## config.mk

```make
export PLATFORM = sky130hd
export DESIGN_NAME = uart_tx_ctrl
export DESIGN_NICKNAME = d
export VERILOG_FILES = /design/src/rtl/uart_tx_pkg.sv /design/src/rtl/uart_tx_ctrl.sv
export SDC_FILE = /design/constraint.sdc
export NUM_CORES = 1
export LEC_CHECK = 0
export CAP_MARGIN = 10
export CORE_AREA = 10 10 47 49
export DETAILED_ROUTE_END_ITERATION = 7
export DIE_AREA = 0 0 57 59
export PLACE_DENSITY_LB_ADDON = 0.12
export SKIP_CTS_REPAIR_TIMING = 1
export SYNTH_ARGS = -nofsm -noshare
export SYNTH_HDL_FRONTEND = slang
export SYNTH_SLANG_ARGS = --single-unit
```

## constraint.sdc

```tcl
create_clock -name clk -period 1.53 [get_ports clk]
set_input_delay 0.153 -clock clk [delete_from_list [all_inputs] [get_ports clk]]
set_output_delay 0.153 -clock clk [all_outputs]
set_load 0.01 [all_outputs]
```

## src/rtl/uart_tx_pkg.sv

```systemverilog
// Shared definitions for the UART transmit frame sequencer.
//   - Output mux select codes that choose the bit driven onto the serial line.
//   - FSM state encoding.
// Configuration macro: UART_TX_STOP2_EN adds a second stop-bit state (ST_STOP2).
package uart_tx_pkg;

  // Output bit mux select codes
  localparam logic [1:0] SEL_START  = 2'b00;  // line driven low (start bit)
  localparam logic [1:0] SEL_IDLE   = 2'b01;  // line driven high (idle / stop)
  localparam logic [1:0] SEL_DATA   = 2'b10;  // serializer output
  localparam logic [1:0] SEL_PARITY = 2'b11;  // parity_calc output

  typedef enum logic [2:0] {
    ST_IDLE   = 3'd0,
    ST_START  = 3'd1,
    ST_DATA   = 3'd2,
    ST_PARITY = 3'd3,
`ifdef UART_TX_STOP2_EN
    ST_STOP2  = 3'd5,
`endif
    ST_STOP   = 3'd4
  } state_e;

endpackage

```

## src/rtl/uart_tx_ctrl.sv

```systemverilog
// UART transmit frame sequencer: start -> data -> [parity] -> stop [-> stop2],
// one bit per clk. Holds no payload; drives the serializer, parity capture and
// output mux.
//
// Ports:
//   clk        in   bit clock, one UART bit period per cycle
//   reset      in   synchronous active-low reset
//   Data_Valid in   frame request, sampled only in IDLE
//   PAR_EN     in   parity enable, captured with an accepted Data_Valid
//   data_load  out  combinational load strobe (IDLE & Data_Valid)
//   ser_en     out  registered serializer shift enable (high in DATA)
//   mux_sel    out  registered output mux select
//   busy       out  registered frame-in-progress flag
//   dbg_state  out  current FSM state, for observation only
//
// Handshake: Data_Valid is a request with an implicit ready of (state==IDLE);
// a request is taken on the clk edge where both hold, and data_load marks that
// cycle. Requests seen while busy are dropped, not queued.
//
// Configuration: define UART_TX_STOP2_EN for two stop bits.
module uart_tx_ctrl
  import uart_tx_pkg::*;
#(
  parameter int FRAME_WIDTH = 8
) (
  input  logic       clk,
  input  logic       reset,
  input  logic       Data_Valid,
  input  logic       PAR_EN,
  output logic       data_load,
  output logic       ser_en,
  output logic [1:0] mux_sel,
  output logic       busy,
  output logic [2:0] dbg_state
);

  localparam int CNT_W = (FRAME_WIDTH > 1) ? $clog2(FRAME_WIDTH) : 1;
  localparam logic [CNT_W-1:0] CNT_LAST = CNT_W'(FRAME_WIDTH - 1);

  state_e           state_q, state_d;
  logic [CNT_W-1:0] bit_cnt_q, bit_cnt_d;
  logic             par_en_q, par_en_d;
  logic             ser_en_q, ser_en_d;
  logic             busy_q, busy_d;
  logic [1:0]       mux_sel_q, mux_sel_d;

  // Next-state and counter logic
  always_comb begin
    state_d   = state_q;
    bit_cnt_d = bit_cnt_q;
    par_en_d  = par_en_q;
    unique case (state_q)
      ST_IDLE: begin
        if (Data_Valid) begin
          par_en_d  = PAR_EN;
          bit_cnt_d = '0;
          state_d   = ST_START;
        end
      end
      ST_START: state_d = ST_DATA;
      ST_DATA: begin
        // Counter saturates on the last data bit so it never wraps.
        if (bit_cnt_q == CNT_LAST) begin
          state_d = par_en_q ? ST_PARITY : ST_STOP;
        end else begin
          bit_cnt_d = bit_cnt_q + 1'b1;
        end
      end
      ST_PARITY: state_d = ST_STOP;
`ifdef UART_TX_STOP2_EN
      ST_STOP:  state_d = ST_STOP2;
      ST_STOP2: state_d = ST_IDLE;
`else
      ST_STOP:  state_d = ST_IDLE;
`endif
      default:  state_d = ST_IDLE;
    endcase
  end

  // Moore outputs decoded from the next state and registered, so they line up
  // with the state register with no decode glitches on the pins.
  always_comb begin
    ser_en_d  = (state_d == ST_DATA);
    busy_d    = (state_d != ST_IDLE);
    mux_sel_d = SEL_IDLE;
    unique case (state_d)
      ST_START:  mux_sel_d = SEL_START;
      ST_DATA:   mux_sel_d = SEL_DATA;
      ST_PARITY: mux_sel_d = SEL_PARITY;
      default:   mux_sel_d = SEL_IDLE;
    endcase
  end

  always_ff @(posedge clk) begin
    if (!reset) begin
      state_q   <= ST_IDLE;
      bit_cnt_q <= '0;
      par_en_q  <= 1'b0;
      ser_en_q  <= 1'b0;
      busy_q    <= 1'b0;
      mux_sel_q <= SEL_IDLE;
    end else begin
      state_q   <= state_d;
      bit_cnt_q <= bit_cnt_d;
      par_en_q  <= par_en_d;
      ser_en_q  <= ser_en_d;
      busy_q    <= busy_d;
      mux_sel_q <= mux_sel_d;
    end
  end

  assign data_load = (state_q == ST_IDLE) & Data_Valid;
  assign ser_en    = ser_en_q;
  assign busy      = busy_q;
  assign mux_sel   = mux_sel_q;
  assign dbg_state = state_q;

endmodule
```

# Word-level counts from Yosys, hierarchy flattened
# Index checks and enable logic that the tools add are counted.
[totals]
word_cells = 30
output_inout_bits = 8
memories = 0
inputBits = 4
latch_bits = 0
rom_bits = 0
regBits = 11
ram_bits = 0
[op_classes]
bitwise = 1
reduce_logical = 5
n_shift = 0
eq_ne = 9
n_mul = 0
n_lt_le_gt_ge = 0
mux = 8
addsub = 1
n_div = 0
[ops]
columns = ["op", "n"]
rows = [
  ["$mux W3", 5],
  ["$eq A3 B2 Y1 const B", 4],
  ["$pmux W3 S4", 1],
  ["$eq A3 B1 Y1 const B", 2],
  ["$pmux W2 S3", 1],
  ["$pmux W3 S2", 1],
  ["$ne A2 B2 Y1 const B", 2],
  ["$add A3 B1 Y3 const B", 1],
  ["$eq A3 B3 Y1 const B", 1],
  ["$logic_not A3 Y1", 1],
  ["$reduce_and A3 Y1", 1],
  ["$reduce_bool A3 Y1", 1],
  ["$reduce_and A2 Y1", 1],
  ["$reduce_bool A2 Y1", 1],
  ["$and A1 B1 Y1", 1],
]

# Longest topological paths before layout
# Gate-level depths: netlist of the first run.
[logic_depth]
ltp_word = 5
depth_mapped = 5
depth_no_buf = 5

# Worst setup path before layout of the first run
# Ideal clock, no wire load.
[synth_path]
path_type = "register to register"
startpoint = "register bit_cnt_q[0]"
endpoint = "register bit_cnt_q[0]"
path_slack_ps = 112
t_arrival_ps = 1297
path_stages_with_launch = 6
period_less_slack_ps = 1418
cell_sequence = "dfxtp_1 ha_1 ha_1 nand2b_1 a211o_1 mux2i_1"
[synth_between]
elab_chain_len = 3
word_cells_on_any_way = 6
cone_classes = "add/sub: 1; eq/ne: 2; mux: 2; reduce/logical: 1"
[synth_rtl]
columns = ["item", "line_no", "rtl"]
rows = [
  ["from (decl)", "uart_tx_ctrl.sv:41", "logic [CNT_W-1:0] bit_cnt_q, bit_cnt_d;"],
  ["from (signal assigned)", "uart_tx_ctrl.sv:104", "bit_cnt_q <= bit_cnt_d;"],
  ["$add A3 B1 Y3 or $eq A3 B3 Y1 (tied branches)", "uart_tx_ctrl.sv:66, uart_tx_ctrl.sv:63", ""],
  ["$mux W3 or $ne A2 B2 Y1 (tied branches)", "-", ""],
  ["$pmux W3 S2 or $reduce_and A3 Y1 (tied branches)", "-", ""],
]
# Parallel ways exist; a longest one is shown, timed or not. The select of a mux whose other input is x is not followed.
# A chain may end at the register's enable or synchronous reset.

# Worst setup path after layout of the first run
[layout_path]
startpoint = "register state_q[2], in the netlist dbg_state[2]"
endpoint = "output port dbg_state[2]"
[layout_rtl]
columns = ["item", "line_no", "rtl"]
rows = [
  ["from (decl)", "uart_tx_ctrl.sv:40", "state_e state_q, state_d;"],
  ["from (signal assigned)", "uart_tx_ctrl.sv:103", "state_q <= state_d;"],
  ["to (decl)", "uart_tx_ctrl.sv:34", "output logic [2:0] dbg_state"],
]
# No word-level cell between the ends.

==> summary.md, run 1 <==
| Metric | Value |
|---|---|
| Crit path DAT | `~1300 ps` |
| First-pass GRT wire length | `about 1700 µm` |
| WP buf/inv | `2` |
| Power Dens Cells | `921 nW/µm²` |
| Yosys top cell area share | `0.466` |
| Ys flop type | `dfxtp_1` |
| Die X | `about 57 µm` |
| Starting Density | `0.338` |
| Family with the most delay on the worst path | `buffers and inverters` |
| Avg Inst Size Synth | `9.65 µm²` |
| Number of remaining DRC errors | `0` |
| Syn Nets | `55` |
| Lkg Pwr | `0.000322 µW` |
| Top-count cell post-synth | `dfxtp_1` |
| Cell area after synthesis | `473 µm²` |
| Ys Warns | `0` |
| Worst Tran Pin Value | `325 ps` |
| Worst hold path type | `flop to flop` |
| Crit. Startpoint | `dbg_state[2]` |
| Status | `complete, no violations` |
| Number of global-route vias before repair | `387` |
| Vias per cell | `4.56` |
| Post-synthesis sequential area ratio | `0.466` |
| Relative slew slack | `0.782` |
| Io pins | `12` |
| DRT Pass-1 Iters | `1` |
| R2R Setup Slk | `110 ps` |
| Inserted Diodes | `0` |
| Worst reg2reg endpoint | `bit_cnt_q[0]` |
| Antenna Violating Nets Remaining | `0` |
| H-tree levels | `1` |
| Clk buf depth | `2` |
| Hold Violations, Final | `0` |
| Reg2Reg Depth | `5` |
| Die ar. | `~3400 µm²` |
| Hold path cells | `2` |
| Gr ovfl total | `0` |
| Filler instances | `145` |
| Clock sink count | `11` |
| Fmax | `about 680 MHz` |
| Root buffer cell | `clkbuf_4` |
| Area Overhead vs Synth | `43.9%` |
| Post-synth EDFFs | `0` |
| Share of layout cells above drive strength 1 | `0.171` |
| WP depth | `2` |
| Via count | `392` |
| CP endpoint | `dbg_state[2]` |
| Routability-driven placement congestion ratio | `0.734` |
| PortBufs | `11` |
| CP max stage cell | `clkdlybuf4s50_1` |
| Final WL | `962 µm` |
| DR WL/cell | `approximately 11 µm` |
| Die Ht | `59 µm` |
| Yosys reg bits | `11` |
| Max-cap violation count | `0` |
| Core Area | `1400 µm²` |
| Cell count after synthesis | `49` |
| Worst Skew | `approximately 3.4 ps` |
| VDD IR max | `0.522 mV` |
| Area leader, netlist | `dfxtp_1` |
| Pin count of the biggest net entering global routing | `10` |
| All-Layer GR Usage | `0.0631` |
| # rows | `14` |
| Yosys cell types | `18` |
| Largest cells by area after synthesis | `dfxtp_1, mux2i_1, nand2b_1` |
| Type of origin of the critical path | `flop` |
| CTS tree | `built` |
| Ys async rst share | `0` |
| Req. time, crit path | `1380 ps` |
| Max Transition Viols Final | `0` |
| CTS clk-pin slew, worst paths | `70 ps` |
| Setup violations, final | `0` |
| RSZ-0062 raised after global routing | `false` |
| Initial antenna violation count | `0` |
| Worst Setup End Kind | `output port` |
| Post-route minimum period | `1460 ps` |
| Crit Path Class | `flop to output port` |
| Worst skew pair latency | `approximately 270 ps` |
| CTS Buf Count | `3` |
| R2r startpoint | `bit_cnt_q[0]` |
| Detailed placement HPWL | `783 µm` |
| Critical path peak fanout | `6` |
| Post-Place Cells | `82` |
| DRT iter0 DRCs | `0` |
| Top post-synthesis cells by count | `dfxtp_1, nand2_1, nand2b_1, mux2i_1` |
| Final Cycle Share | `0.955` |
| Total Power | `roughly 630 µW` |
| CP max stage delay | `540 ps` |
| Fin cells | `86` |
| Cell Chain, Critical Path | `buf_4 > clkdlybuf4s50_1` |
| Layout Nets | `77` |
==> through the flow <==
step	instance area, µm²	hold WS [ps]	setup slack, ps	TNS [ps]	utilization
detailed placement	644	460	-87.2	-87.2	0.460
finish	681	469	68.9	0	0.486
CTS	671	470	-128	-128	0.479
global route	681	497	6.62	0	0.486
floorplan	473	275	112	0	-
global placement	644	452	-57.7	-57.7	0.460
==> power breakdown <==
| group | switching, µW | internal, µW |
|---|---|---|
| Combinational | 50.7 | 67.1 |
| Sequential | 6.82 | 302 |
| Clock | 99.5 | 101 |
==> sequential cells by signal, summed over array words and instances (netlist names) <==
register / count
bit_cnt_q: 3
par_en_q: 1
dbg_state: 3
ser_en: 1
mux_sel: 2
busy: 1
==> worst min-delay path by stage <==
stage / start / endpoint / slack [ps]
6_report: bit_cnt_q[2] / bit_cnt_q[2] / 470
4_1_cts: bit_cnt_q[2] / bit_cnt_q[2] / 470
2_1_floorplan: reset / dbg_state[0] / 270
3_3_place_gp: bit_cnt_q[1] / bit_cnt_q[1] / 450
5_1_grt: bit_cnt_q[2] / bit_cnt_q[2] / 500
3_5_place_dp: bit_cnt_q[2] / bit_cnt_q[2] / 460
==> final cells by class <==
type | count | area, µm² | share of cell area
multi-input combinational | 35 | 236 | 0.347
sequential | 11 | 220 | 0.324
timing repair buffer | 18 | 170 | 0.250
clock buffer | 4 | 26.3 | 0.0386
tap | 16 | 20.0 | 0.0294
inverter | 2 | 7.51 | 0.0110
==> cells in the final DEF, fill, tap and decap left out, types with 2 or more instances in the layout <==
| master | instances |
|---|---|
| a211oi_1 | 2 |
| a21oi_1 | 2 |
| buf_4 | 7 |
| clkbuf_4 | 3 |
| clkdlybuf4s50_1 | 8 |
| dfxtp_1 | 11 |
| dlymetal6s2s_1 | 3 |
| inv_1 | 2 |
| mux2i_1 | 4 |
| nand2_1 | 6 |
| nand2b_1 | 5 |
| nor2_1 | 3 |
| nor2b_1 | 3 |
| nor3_1 | 2 |
==> routing by layer <==
metal	routed length [µm]	GRT usage
met4	16	0.0302
met5	0	0
met2	380	0.0884
met1	456	0.0775
met3	109	0.0322
==> logic make-up after synthesis <==
family / count (synthesis) / share of synthesized area
compound gates: 6 / 0.0820
fa+ha+maj: 2 / 0.0529
buf+inv: 3 / 0.0397
flops: 11 / 0.466
mux: 4 / 0.0847
simple gates: 23 / 0.275
==> worst min-delay path, cell delays in order (launching register included) <==
cell and delay, ps:
dfxtp_1 320, nand2_1 50, mux2i_1 50
Note: power is estimated with default switching activity, not from simulation.
==> run 2, diff against run 1 <==
Clock period 1.53 ns to 1.64 ns, I/O delays scaled along.
==> run 2 against run 1 <==
Compared with the run above: sequential share of layout area increased by 0.73 points; routed wire length is 4.3% higher; critical path type is now flop to flop; non-clock buffer count is 1 lower; hold slack hardly changed; clock power is 11% lower; cell area down 2.2%; utilization shrank 1.1 points; count of clock-buffer cells in the layout unchanged.
==> summary.md, run 2 (synthesized netlist as in run 1, its figures left out) <==
| Metric | Value |
|---|---|
| Fin cells | `85 (-1.2%)` |
| Inserted Diodes | `0 (unchanged)` |
| Setup TNS | `0 ps (unchanged)` |
| Util after Layout | `0.475 (-0.0107)` |
| Share of layout cells above drive strength 1 | `0.145 (-0.0265)` |
| Vias per cell | `4.71 (+3.2%)` |
| Number of global-route vias before repair | `401 (+3.6%)` |
| Antenna Violating Nets Remaining | `0 (unchanged)` |
| Max Transition Viols Final | `0 (unchanged)` |
| First-pass GRT wire length | `1830 µm (+6.8%)` |
| Storage cell area | `220 µm² (unchanged)` |
| Die ar. | `3360 µm² (unchanged)` |
| Post-Place Cells | `81 (-1.2%)` |
| CTS clk-pin slew, worst paths | `60 ps (about the same)` |
| Post-place setup slack | `-30.6 ps (+56.6 ps)` |
| Via count | `400 (+2.0%)` |
| VDD IR max | `0.506 mV (-3.1%)` |
| Worst Tran Pin Value | `302 ps (-23.0 ps)` |
| Core Area | `1400 µm² (unchanged)` |
| Clk buf depth | `2 (unchanged)` |
| RSZ-0062 raised after global routing | `false` |
| Hold Violations, Final | `0 (unchanged)` |
| Final Cycle Share | `0.919` |
| Type of origin of the critical path | `flop` |
| Setup violations, final | `0 (unchanged)` |
| Worst Setup End Kind | `flop` |
| Filler instances | `150 (+3.4%)` |
| Starting Density | `0.338 (unchanged)` |
| Worst skew pair latency | `260 ps (about the same)` |
| Crit Path Class | `flop to flop` |
| Max-cap violation count | `0 (unchanged)` |
| Power Dens Cells | `863 nW/µm² (-6.2%)` |
| H-tree levels | `1 (unchanged)` |
| Post-route setup slack | `133 ps (+63.7 ps)` |
| # rows | `14 (unchanged)` |
| Lkg Pwr | `0.000288 µW (-10%)` |
| DRT Pass-1 Iters | `4 (+3)` |
| Req. time, crit path | `1790 ps (+410 ps)` |
| Worst hold path type | `flop to flop` |
| Root buffer cell | `clkbuf_4` |
| Pin count of the biggest net entering global routing | `10 (unchanged)` |
| R2R Setup Slk | `130 ps (+20 ps)` |
| Crit path DAT | `1660 ps (+350 ps)` |
| Layout Nets | `76 (-1.3%)` |
| CTS Buf Count | `3 (unchanged)` |
| CTS tree | `built` |
| All-Layer GR Usage | `0.0680 (+0.00491)` |
| Post-route minimum period | `between 1500 and 2000 ps` |
| Worst Skew | `1.71 ps (-1.69 ps)` |
| Gr ovfl total | `0 (unchanged)` |
| Final WL | `1000 µm (+4.3%)` |
| DR WL/cell | `11.8 µm (+5.5%)` |
| Worst hold slack | `469 ps (-0.311 ps)` |
| Detailed placement HPWL | `809 µm (+3.4%)` |
| Die Ht | `59 µm (unchanged)` |
| Clock sink count | `11 (unchanged)` |
| Status | `complete, no violations` |
| Io pins | `12 (unchanged)` |
| Die X | `57 µm (unchanged)` |
| Commonest non-fill, non-tap cells in the layout | `dfxtp_1, clkdlybuf4s50_1, nand2_1, buf_4, nand2b_1` |
| Critical path peak fanout | `4 (-2)` |
| PortBufs | `11 (unchanged)` |
| Number of remaining DRC errors | `0 (unchanged)` |
| Fmax | `663 MHz` |
| Relative slew slack | `0.798 (+0.0154)` |
| Commonest non-fill, non-tap cell in the layout | `dfxtp_1` |
| Multi-input logic area | `234 µm² (-1.1%)` |
| DRT iter0 DRCs | `7 (+7)` |
| Routability-driven placement congestion ratio | `0.663 (-9.7%)` |
| Area Overhead vs Synth | `40.7%` |
| Initial antenna violation count | `0 (unchanged)` |
[run 2: cell types whose count changed in the layout (fill, tap and decap cells not counted)]
cell / delta
buf_4: -1
clkdlybuf4s50_1: +2
dlymetal6s2s_1: -2
ha_1: +1
ha_2: -1
[run 2: routing by layer]
layer | GRT usage | vias to the layer above | routed length (µm)
met1 | 0.0779 | 177 | 463
met2 | 0.0977 | 14 | 422
met3 | 0.0558 | 2 | 112
met4 | 0.0101 | 0 | 5
li1 | - | 207 | -
met5 | 0 | - | 0
[run 2: cell type report]
class                      count  share of cell area
sequential                    11               0.331
clock buffer                   4              0.0395
timing repair buffer          17               0.237
inverter                       2              0.0113
multi-input combinational     35               0.352
tap                           16              0.0301
[run 2: path summary, 6_finish.rpt]
path | startpoint | endpoint | depth (start not counted)
setup / recovery | bit_cnt_q[0] | bit_cnt_q[0] | 5
hold reg to reg | bit_cnt_q[1] | bit_cnt_q[1] | 2
setup reg to reg | bit_cnt_q[0] | bit_cnt_q[0] | 5
hold / removal | bit_cnt_q[1] | bit_cnt_q[1] | 2
[run 2: metrics by stage]
| step | total power (µW) | area, µm² |
|---|---|---|
| finish | 575 | 666 |
| global route | 615 | 666 |
| CTS | 586 | 663 |
| detailed placement | 405 | 637 |
| global placement | 404 | 637 |
| floorplan | 350 | 473 |
[run 2: worst max-delay path, cell delays in order (launching register included)]
cell and delay [ps]:
dfxtp_1 320, ha_1 190, ha_1 220, nand2b_1 150, a211o_1 360, mux2i_1 140
[run 2: power by group]
group          internal [µW]  switching, µW  total (µW)  leakage (µW)
logic                   60.8           47.0         108      0.000183
registers                282           6.92         289     0.0000901
clock network           94.2           84.2         178     0.0000150
==> patch, RTL diff (config.mk and constraints of run 2) <==
Remove the register `mux_sel_q`: a continuous assignment takes its place, so the output `mux_sel` follows one clock earlier.
--- a/src/rtl/uart_tx_ctrl.sv
+++ b/src/rtl/uart_tx_ctrl.sv
@@ -99,5 +99,4 @@
       ser_en_q  <= 1'b0;
       busy_q    <= 1'b0;
-      mux_sel_q <= SEL_IDLE;
     end else begin
       state_q   <= state_d;
@@ -106,7 +105,8 @@
       ser_en_q  <= ser_en_d;
       busy_q    <= busy_d;
-      mux_sel_q <= mux_sel_d;
     end
   end
+
+  assign mux_sel_q = mux_sel_d;
 
   assign data_load = (state_q == ST_IDLE) & Data_Valid;
Formal check against the unedited RTL: not equivalent (a bounded check fails within 4 cycles, from zero or initial values and one cycle with reset low).
==> patch against run 2 <==
- first-iteration DRC count down 86%
- sequential cell count down 2
- largest cell class unchanged
- global-route usage down 0.93 points
- wire length down 1.8%
- worst setup slack worse by 0.077 ns
- total power down 6.2%
- area after synthesis down 1.1%
- cell area up 5.5%
==> patch: results (changes against run 2) <==
[status]
outcome = complete, no violations

[synthesis]
synth_area_leaders = dfxtp_1 39%, mux2i_1 8.6%, ha_1 5.3%
ys_types = 22  ; +4
yosysSeqAreaShare_pct = 38.5  ; -8.1 points
ys_async_sr_fraction_pct = 0  ; unchanged
synth_mux_area_share_pct = 8.56  ; +0.091 points
syn_area_per_cell_um2 = 9.55  ; -1.1%
synth_compound_area_share_pct = 9.36  ; +1.2 points
ys_top_cells_by_count = 9 x dfxtp_1, 5 x nand2_1, 4 x mux2i_1, 4 x nand2b_1, 4 x nor2_1
synth_fa_ha_area_share_pct = 5.35  ; +0.057 points

[setup_path]
arrival_ns = 1.42  ; -0.24 ns
cpPeakStageDelay_ns = 0.34  ; -0.02 ns
rrSetupSlack_ns = 0.28  ; +0.15 ns
worst_r2r_endpoint = ser_en
slowest_stage = dfxtp_2
rr_worst_depth = 7  ; +2

[power_and_ir_drop]
switching_power_mw = 0.134  ; -3.2%
p_leak_nw = 0.324  ; +13%
power_frac_seq_pct = 44.3  ; -5.9 points
seq_power_mw = 0.239  ; -17%
ir_worst_vdd_uv = 421  ; -17%
clkPwrFrac_pct = 30.1  ; -0.9 points

[global_route]
grt_pass1_vias = 394  ; -1.7%
grt_pass1_wl_um = 1590  ; -13%
grt_use_total_pct = 5.87  ; -0.93 points
grt_max_degree = 8  ; -2

[placement]
portBuffers = 11  ; unchanged
gp_congestion = 0.707  ; +6.7%
post-place-cells = 80  ; -1.2%
pre_cts_ws_ns = -0.0560  ; -0.0253 ns
hpwl_um = 772  ; -4.5%

[layout]
fill_cells = 139  ; -7.3%
clk_share_pct = 3.74  ; -0.20 points
buf_share_pct = 24.2  ; +0.56 points
multi_input_gates = 36  ; +2.9%
seq_cells = 9  ; -2
buffers = 18  ; +1
drive_gt1_share_pct = 29.0  ; +14 points
seq_area_share_pct = 26.2  ; -6.9 points

[drt]
drt_iter0_drc = 1  ; -6
via_per_inst = 4.58  ; -2.8%
first_pass_iters = 2  ; -2
wl_um = 985  ; -1.8%

[timing]
clock_skew_ns = 0.00149  ; -0.000214 ns
relSlewSlack_pct = 81.7  ; +2.0 points
hold_slack_ns = 0.464  ; -0.00457 ns

[min_path]
hp-start = bit_cnt_q[1]

[clock_tree]
htreeDepth = 1  ; unchanged

-- patch: worst max-delay path by stage --
stage,to,startpoint,cells after the start,slack (ns)
global placement,mux_sel[1],bit_cnt_q[0],6,-0.05
global route,mux_sel[1],bit_cnt_q[0],6,-0.05
detailed placement,mux_sel[1],bit_cnt_q[0],6,-0.06
CTS,mux_sel[1],bit_cnt_q[0],6,-0.34
floorplan,dbg_state[0],bit_cnt_q[0],5,0.38
finish,mux_sel[1],bit_cnt_q[0],6,0.06
-- patch: routing by layer --
layer	share of wire (%)	wire length, um	GRT usage [%]	vias up
met5	0	0	0	-
met4	0.81	8	2.01	0
met3	8.1	80	4.08	2
met2	46	455	8.84	12
met1	45	440	6.39	170
li1	-	-	-	205
-- patch: per-stage QoR --
step                setup TNS (ns)  instance area [um^2]
floorplan                        0                   468
global placement           -0.0900                   624
detailed placement         -0.0983                   624
CTS                         -0.816                   651
global route               -0.0622                   702
finish                           0                   702
